**src/rtl/key_scan_ctrl.sv**
```systemverilog
// rtl/key_scan_ctrl.sv - 4x4 keypad row scanner with frame debounce and press/release event queue
module key_scan_ctrl #(
   parameter int unsigned SCAN_DIV  = 50000,
   parameter int unsigned DEB_SCANS = 20
) (
   input  logic       Clk,
   input  logic       nRst,
   output logic [3:0] nRow,
   input  logic [3:0] nCol,
   output logic       Ev_Valid,
   input  logic       Ev_Ready,
   output logic [3:0] Ev_Code,
   output logic       Ev_Press,
   output logic       Ov_Err,
   input  logic       Clr_Err
);

   localparam logic [19:0] DWELL_LAST = 20'(SCAN_DIV - 1);
   localparam logic [7:0]  DEB_MAX    = 8'(DEB_SCANS);
   localparam logic [7:0]  DEB_PRE    = 8'(DEB_SCANS - 1);

   typedef enum logic {S_IDLE, S_EMIT} state_t;

   logic [3:0]  r_col_s1, r_col_s2;
   logic [1:0]  r_row;
   logic [19:0] r_dwell;
   logic [3:0]  r_nrow;
   logic [15:0] r_raw, r_prev, r_deb;
   logic [7:0]  r_stable;
   state_t      r_state, w_state_next;
   logic [3:0]  r_k;

   logic [4:0]  r_mem [0:3];
   logic [1:0]  r_wr_ptr, r_rd_ptr;
   logic [2:0]  r_count;
   logic        r_ov_err;

   logic        w_dwell_last, w_frame_end, w_same, w_start;
   logic [1:0]  w_row_next;
   logic [15:0] w_raw_new;
   logic        w_push;
   logic [4:0]  w_push_data;
   logic        w_full, w_empty, w_pop, w_wr_en, w_ovf;
   logic [4:0]  w_head;

   assign w_dwell_last = (r_dwell == DWELL_LAST);
   assign w_row_next   = w_dwell_last ? r_row + 2'd1 : r_row;
   assign w_frame_end  = w_dwell_last && (r_row == 2'd3);
   assign w_same       = (w_raw_new == r_prev);
   // Only the frame that brings the counter up to DEB_SCANS starts an emit pass.
   assign w_start      = w_frame_end && w_same && (r_stable == DEB_PRE);

   always_comb begin
      w_raw_new = r_raw;
      w_raw_new[{r_row, 2'b00} +: 4] = ~r_col_s2;
   end

   always_ff @(posedge Clk or negedge nRst) begin
      if (!nRst) begin
         r_col_s1 <= 4'hF;
         r_col_s2 <= 4'hF;
         r_row    <= 2'd0;
         r_dwell  <= 20'd0;
         r_nrow   <= 4'hF;
         r_raw    <= 16'd0;
         r_prev   <= 16'd0;
         r_stable <= 8'd0;
      end else begin
         r_col_s1 <= nCol;
         r_col_s2 <= r_col_s1;
         r_dwell  <= w_dwell_last ? 20'd0 : r_dwell + 20'd1;
         r_row    <= w_row_next;
         r_nrow   <= ~(4'b0001 << w_row_next);
         if (w_dwell_last)
            r_raw <= w_raw_new;
         if (w_frame_end) begin
            if (w_same) begin
               if (r_stable < DEB_MAX)
                  r_stable <= r_stable + 8'd1;
            end else begin
               r_stable <= 8'd0;
               r_prev   <= w_raw_new;
            end
         end
      end
   end

   always_ff @(posedge Clk or negedge nRst) begin
      if (!nRst) begin
         r_state <= S_IDLE;
         r_k     <= 4'd0;
      end else begin
         r_state <= w_state_next;
         r_k     <= (r_state == S_EMIT) ? r_k + 4'd1 : 4'd0;
      end
   end

   always_comb begin
      w_state_next = r_state;
      case (r_state)
         S_IDLE:  if (w_start) w_state_next = S_EMIT;
         S_EMIT:  if (r_k == 4'd15) w_state_next = S_IDLE;
         default: w_state_next = S_IDLE;
      endcase
   end

   always_comb begin
      w_push      = 1'b0;
      w_push_data = {r_k, r_prev[r_k]};
      if (r_state == S_EMIT && r_prev[r_k] != r_deb[r_k])
         w_push = 1'b1;
   end

   // Debounced state follows the frame even when the event itself is dropped.
   always_ff @(posedge Clk or negedge nRst) begin
      if (!nRst)
         r_deb <= 16'd0;
      else if (w_push)
         r_deb[r_k] <= r_prev[r_k];
   end

   assign w_full  = (r_count == 3'd4);
   assign w_empty = (r_count == 3'd0);
   assign w_pop   = !w_empty && Ev_Ready;
   assign w_wr_en = w_push && (!w_full || w_pop);
   assign w_ovf   = w_push && w_full && !w_pop;

   always_ff @(posedge Clk or negedge nRst) begin
      if (!nRst) begin
         for (int i = 0; i < 4; i++)
            r_mem[i] <= 5'd0;
         r_wr_ptr <= 2'd0;
         r_rd_ptr <= 2'd0;
         r_count  <= 3'd0;
      end else begin
         if (w_wr_en) begin
            r_mem[r_wr_ptr] <= w_push_data;
            r_wr_ptr        <= r_wr_ptr + 2'd1;
         end
         if (w_pop)
            r_rd_ptr <= r_rd_ptr + 2'd1;
         case ({w_wr_en, w_pop})
            2'b10:   r_count <= r_count + 3'd1;
            2'b01:   r_count <= r_count - 3'd1;
            default: r_count <= r_count;
         endcase
      end
   end

   always_ff @(posedge Clk or negedge nRst) begin
      if (!nRst)
         r_ov_err <= 1'b0;
      else if (w_ovf)
         r_ov_err <= 1'b1;
      else if (Clr_Err)
         r_ov_err <= 1'b0;
   end

   assign w_head   = r_mem[r_rd_ptr];
   assign nRow     = r_nrow;
   assign Ev_Valid = !w_empty;
   assign Ev_Code  = Ev_Valid ? w_head[4:1] : 4'd0;
   assign Ev_Press = Ev_Valid & w_head[0];
   assign Ov_Err   = r_ov_err;

endmodule

```
**config.mk**
```make
export PLATFORM = sky130hd
export DESIGN_NAME = key_scan_ctrl
export DESIGN_NICKNAME = d
export VERILOG_FILES = /design/src/rtl/key_scan_ctrl.sv
export SDC_FILE = /design/constraint.sdc
export NUM_CORES = 1
export LEC_CHECK = 0
export ABC_AREA = 1
export BUFFER_PORTS_ARGS = -buffer_cell sky130_fd_sc_hd__buf_2
export CAP_MARGIN = 5
export CORE_MARGIN = 2
export CORE_UTILIZATION = 48
export DETAILED_ROUTE_END_ITERATION = 7
export HOLD_SLACK_MARGIN = 0.08
export PLACE_DENSITY_LB_ADDON = 0.08
export RECOVER_POWER = 25
export SLEW_MARGIN = 25
export SYNTH_ARGS = -nofsm -noshare
export SYNTH_HDL_FRONTEND = slang
export SYNTH_SLANG_ARGS = --single-unit
```
**constraint.sdc**
```tcl
create_clock -name Clk -period 3.9 [get_ports Clk]
set_clock_uncertainty 0.05 [all_clocks]
set_input_delay 0.39 -clock Clk [delete_from_list [all_inputs] [get_ports Clk]]
set_output_delay 0.39 -clock Clk [all_outputs]
set_load 0.1 [all_outputs]
```
# Word-level counts from Yosys, hierarchy flattened
# Index checks and enable logic that the tools add are counted.
[word_totals]
register_bits = 123
latch_bits = 0
mem_bits_rw = 0
rom_bits = 0
inputBits = 8
out_inout_bits = 11
wordCells = 100
mem_count = 0
[op_classes]
addsub = 9
n_mul = 0
n_div = 0
magnitude_cmp = 6
eq_ne = 10
n_shift = 3
muxes = 27
bitwise = 7
n_reduce_logical = 19
[ops]
columns = ["operator", "count"]
rows = [
  ["bitwise mux 16 bit", 2],
  ["adder 20 x 1 -> 20 bit, second input constant", 1],
  ["bitwise mux 20 bit", 1],
  ["equality test 20 x 16 -> 1 bit, second input constant", 1],
  ["2-to-1 mux 20 bit", 1],
  ["equality test 16 bit", 1],
  ["2-to-1 mux 8 bit", 2],
  ["variable shift 4 x 6 -> 16 bit, first input constant", 1],
  ["indexed part select 4 x 6 -> 16 bit", 1],
  ["2-to-1 mux 5 bit", 3],
  ["binary-select mux 5 bit (select 2 bit)", 1],
  ["demux 5 bit (select 2 bit)", 1],
  ["logical AND 1 bit", 10],
  ["adder 8 x 1 -> 8 bit, second input constant", 1],
  ["binary-select mux 1 bit (select 4 bit)", 2],
  ["equality test 8 x 5 -> 1 bit, second input constant", 1],
  ["less-than comparator 8 x 5 -> 1 bit, second input constant", 1],
  ["2-to-1 mux 1 bit", 8],
  ["2-to-1 mux 4 bit", 2],
  ["inverter 4 bit", 2],
  ["adder 2 x 1 -> 2 bit, second input constant", 3],
  [">= comparator 3 bit, second input constant", 2],
  ["negation 4 -> 6 bit", 1],
  ["inverter 2 -> 3 bit", 2],
  ["other kinds (24)", 30],
]

# Depth between registers and ports, before layout
[logic_depth]
word_depth = 8
mapped_depth = 20
mapped_depth_nobuf = 18

# Least setup slack after synthesis
# Ideal clock, no wire load.
[synth_path]
path_kind = "register to output"
startpoint = "reg r_count[0]"
endpoint = "out Ev_Code[0]"
t_arrival_ns = 2.856
t_required_ns = 3.460
setup_slack_ns = 0.604
stages_incl_launch_ff = 5
path_buffers = 0
path_cell_list = "dfrtp_1 -> nor2_1 -> nand2_1 -> inv_1 -> a21oi_1"
[synth_between]
elab_chain_len = 2
[synth_lines]
columns = ["element", "line_no", "rtl"]
rows = [
  ["from (decl)", "35", "logic [2:0] r_count;"],
  ["from (signal assigned)", "143", "2'b10: r_count <= r_count + 3'd1;"],
  ["from (signal assigned)", "144", "2'b01: r_count <= r_count - 3'd1;"],
  ["from (signal assigned)", "145", "default: r_count <= r_count;"],
  ["zero test 3 bit", "123", "assign w_empty = (r_count == 3'd0);"],
  ["2-to-1 mux 4 bit", "162", "assign Ev_Code = Ev_Valid ? w_head[4:1] : 4'd0;"],
  ["to (decl)", "12", "output logic [3:0] Ev_Code,"],
]
# Every way passes these cells.

# Final worst setup path
[layout_path]
startpoint = "reg r_k[1]"
endpoint = "reg r_count[2]"
[layout_between]
elab_chain_len = 8
elab_cells_between_ends = 12
classes_between = "eq/ne (3); mux (6); reduce/logical (3)"
[layout_lines]
columns = ["element", "line_no", "rtl"]
rows = [
  ["from (decl)", "31", "logic [3:0] r_k;"],
  ["from (signal assigned)", "94", "r_k <= (r_state == S_EMIT) ? r_k + 4'd1 : 4'd0;"],
  ["binary-select mux 1 bit (select 4 bit)", "110", "if (r_state == S_EMIT && r_prev[r_k] != r_deb[r_k])"],
  ["2-to-1 mux 1 bit (not written as such)", "110", ""],
  ["!= test 1 bit (*)", "110", ""],
  ["logical AND 1 bit (*)", "110", ""],
  ["2-to-1 mux 1 bit (*)", "110", ""],
  ["logical AND 1 bit (*)", "125", "assign w_wr_en = w_push && (!w_full || w_pop);"],
  ["equality test 2 x 1 -> 1 bit / equality test 2 bit (equally long branches)", "142", "case ({w_wr_en, w_pop})"],
  ["one-hot mux 3 bit (2 select lines) / nonzero test 2 bit (equally long branches)", "--", ""],
]
# Mark *: on every way between the ends. The rest lies on a longest branch, timed or not. The select of a mux whose other input is x is not followed.
# A chain may end at the register's enable or synchronous reset.

==> flow_summary.json <==
{
  "status": "finished with violations",
  "violations": "max-capacitance violations, max-slew violations",
  "startpoint_type": "flop",
  "synth-edff-count": 0,
  "switching_power_uw": 1090,
  "first_global_vias": 5617,
  "ys.flop_type": "dfrtp_1",
  "antennaDiodeCount": 0,
  "ant_nets": 0,
  "antenna_found_initial": 0,
  "yosysTopAreaCell": "dfrtp_1",
  "grt.overflow.total": 0,
  "synth_cell_types": 33,
  "setup_ws_ns": 0.633,
  "critPathMaxFanout": 16,
  "rsz0062_at_grt": "no",
  "syn_to_final_growth_pct": 13.0,
  "worst_slew_pin_slew_ns": 1.93,
  "grtUsageTotal_pct": 22.3,
  "cts_root_buf": "clkbuf_16",
  "crit_required_ns": 4.15,
  "place_area_mm2": 0.00690,
  "htreeDepth": 4,
  "drt-pass1-iter-count": 7,
  "leakagePower_uw": 0.00394,
  "holdWs_ns": 0.188,
  "ios": 19,
  "critPathKind": "reg -> reg",
  "ys_seq_area_share_pct": 46.2,
  "fillers": 1332,
  "grt_max_degree": 73,
  "cp-end-kind": "flop",
  "p_int_uw": 2520,
  "dieArea_mm2": 0.0149,
  "synth_fp_nets": 932,
  "die_h_um": 122,
  "slew_viol_final": 36,
  "max_cap_violations": 1,
  "path_clk_slew_ns": 0.06,
  "relSlewSlack_pct": -28.5,
  "nets": 947,
  "arrival_ns": 3.52,
  "yosysMostFrequentCell": "nand2_1",
  "clkLatencyLatePin_ns": 0.43,
  "dr.first_iter.drc_count": 402,
  "setup_viol": 0,
  "timing.fmax_mhz": 306,
  "p_per_area_mw_per_mm2": 478,
  "post-synth-top-area-fraction_pct": 41.5,
  "sequentialPowerShare_pct": 37.6,
  "vias_per_cell": 5.21,
  "clockPowerShare_pct": 45.5,
  "post_drt_wl_per_cell_um": 13.7,
  "hold_viol_final": 0,
  "rows": 43,
  "synthArstFlopShare_pct": 100,
  "avgSynthCellArea_um2": 7.38,
  "finalCriticalPeriod_ns": 3.27,
  "clock_sinks": 123,
  "netlist_top_cells_count": "nand2_1 (303), dfrtp_1 (111), inv_1 (103)",
  "tritoncts": "yes",
  "fin_setup_tns_ns": 0,
  "switching_share_pct": 30.3,
  "ctsLongestPathBuffers": 2,
  "cts_inserted_buffers": 17,
  "core-area_mm2": 0.0138,
  "dp_hpwl_um": 10300,
  "layout-drive-gt1-share_pct": 8.13,
  "globalplace.congestion": 0.859,
  "yosys_register_bits": 123,
  "pwr-share-comb_pct": 16.9,
  "drc_errors": 0,
  "vdd_ir_drop_max_v": 0.000304,
  "syn_inst": 907,
  "grt_pass1_wl_um": 26100,
  "num_vias": 5809,
  "numPortBuffers": 18,
  "start_util_pct": 48.6,
  "ys_top_cells_by_area": "dfrtp_1 (41%), nand2_1 (17%), nand3_1 (6.7%)",
  "hold_class": "in -> reg",
  "yosys_warnings": 0,
  "dp_slack_ns": 0.664,
  "synth_area_mm2": 0.00670,
  "die_w_um": 122,
  "design_area_mm2": 0.00757,
  "routed_wirelength_um": 15200,
  "timing.final.crit_share_pct": 83.8
}
==> worst max-delay path, stage by stage (launching register included) <==
cell,delay (ns)
dfrtp_1,0.78
inv_2,0.28
nand3_1,0.15
nand2_1,0.11
nand2_1,0.08
nand2_1,0.05
nor2_1,0.20
nand2_1,0.08
nand2_1,0.13
nor2_4,0.05
nand2_1,0.14
ha_1,0.16
inv_1,0.07
fa_1,0.39
a21oi_1,0.16
o21ai_0,0.11
xor2_1,0.15
==> sequential cells by signal, indices dropped and copies added, names as in the netlist <==
signal	flops
r_col_s1	4
r_state	1
r_wr_ptr	2
r_count	3
r_col_s2	4
r_raw	16
r_deb	16
r_stable	8
r_row	2
r_dwell	20
r_mem	20
r_prev	16
nRow	4
r_rd_ptr	2
Ov_Err	1
r_k	4
==> metal layers <==
| metal | vias up | global-route usage [%] | routed length (um) |
|---|---|---|---|
| met5 | - | 0 | 0 |
| met4 | 0 | 10.1 | 316 |
| met3 | 32 | 4.92 | 553 |
| met2 | 132 | 36.8 | 7170 |
| met1 | 2716 | 28.1 | 7200 |
| li1 | 2929 | - | - |
==> what timing repair did <==
action / CTS / global route
buffers inserted: 0 / 0
gates resized for setup: 0 / 0
hold buffers: 4 / 1
endpoints found under the hold margin: 4 / 26
==> cell usage in the layout, fill, tap and decap left out, types with 9 or more instances in the layout <==
master and count:
nand2_1 303, dfrtp_1 111, inv_1 103, nand3_1 89, nor2_1 78, nand4_1 46, o21ai_0 44, a21oi_1 17
clkbuf_16 17, buf_2 17, ha_1 16, xor2_1 14, dfstp_2 12, o21ai_1 10, nor3_1 9
==> worst paths after layout <==
path / slack [ns] / start / cells after the start / endpoint
worst min-delay path: 0.19 / Clr_Err / 4 / Ov_Err$_DFFE_PN0P_
max in group asynchronous: 1.01 / nRst / 3 / r_stable[7]$_DFFE_PN0P_
worst max-delay path: 0.63 / r_k[1]$_DFF_PN0_ / 16 / r_count[2]$_DFFE_PN0P_
worst min register to register: 0.30 / r_col_s1[1]$_DFF_PN1_ / 0 / r_col_s2[1]$_DFF_PN1_
worst max register to register: 0.63 / r_k[1]$_DFF_PN0_ / 16 / r_count[2]$_DFFE_PN0P_
min in group asynchronous: 0.99 / nRst / 2 / r_rd_ptr[0]$_DFFE_PN0P_
==> power groups by stage <==
| stage | clock [uW] | combinational, uW | sequential (uW) |
|---|---|---|---|
| floorplan | 0 | 508 | 1350 |
| global placement | 0 | 601 | 1380 |
| detailed placement | 0 | 605 | 1380 |
| CTS | 1680 | 612 | 1360 |
| global route | 1730 | 661 | 1360 |
| finish | 1640 | 612 | 1360 |
==> through the flow <==
| stage | cells | utilization [%] | power (uW) |
|---|---|---|---|
| after floorplan | 907 | - | 1860 |
| after global placement | 1077 | 50.1 | 1980 |
| after detailed placement | 1077 | 50.1 | 1980 |
| after CTS | 1113 | 54.9 | 3640 |
| after global routing | 1115 | 55.0 | 3750 |
| final | 1115 | 55.0 | 3610 |
==> final cells by class <==
class / instances / area [um2] / area share (%)
Clock buffer: 25 / 505 / 6.68
Timing Repair Buffer: 29 / 194 / 2.56
Multi-Input combinational cell: 644 / 3040 / 40.1
Sequential cell: 123 / 3090 / 40.9
Tap cell: 180 / 225 / 2.98
Inverter: 107 / 402 / 5.31
Clock inverter: 7 / 113 / 1.49
==> cells by family after synthesis <==
family	synth area share (%)
buffers and inverters	8.46
DFF	46.2
xor gates and xnor gates	1.96
and+or+nand+nor	34.4
adders and majority gates	3.29
AOI/OAI and AO/OA	5.74
Power figures use the tool's default switching activity.
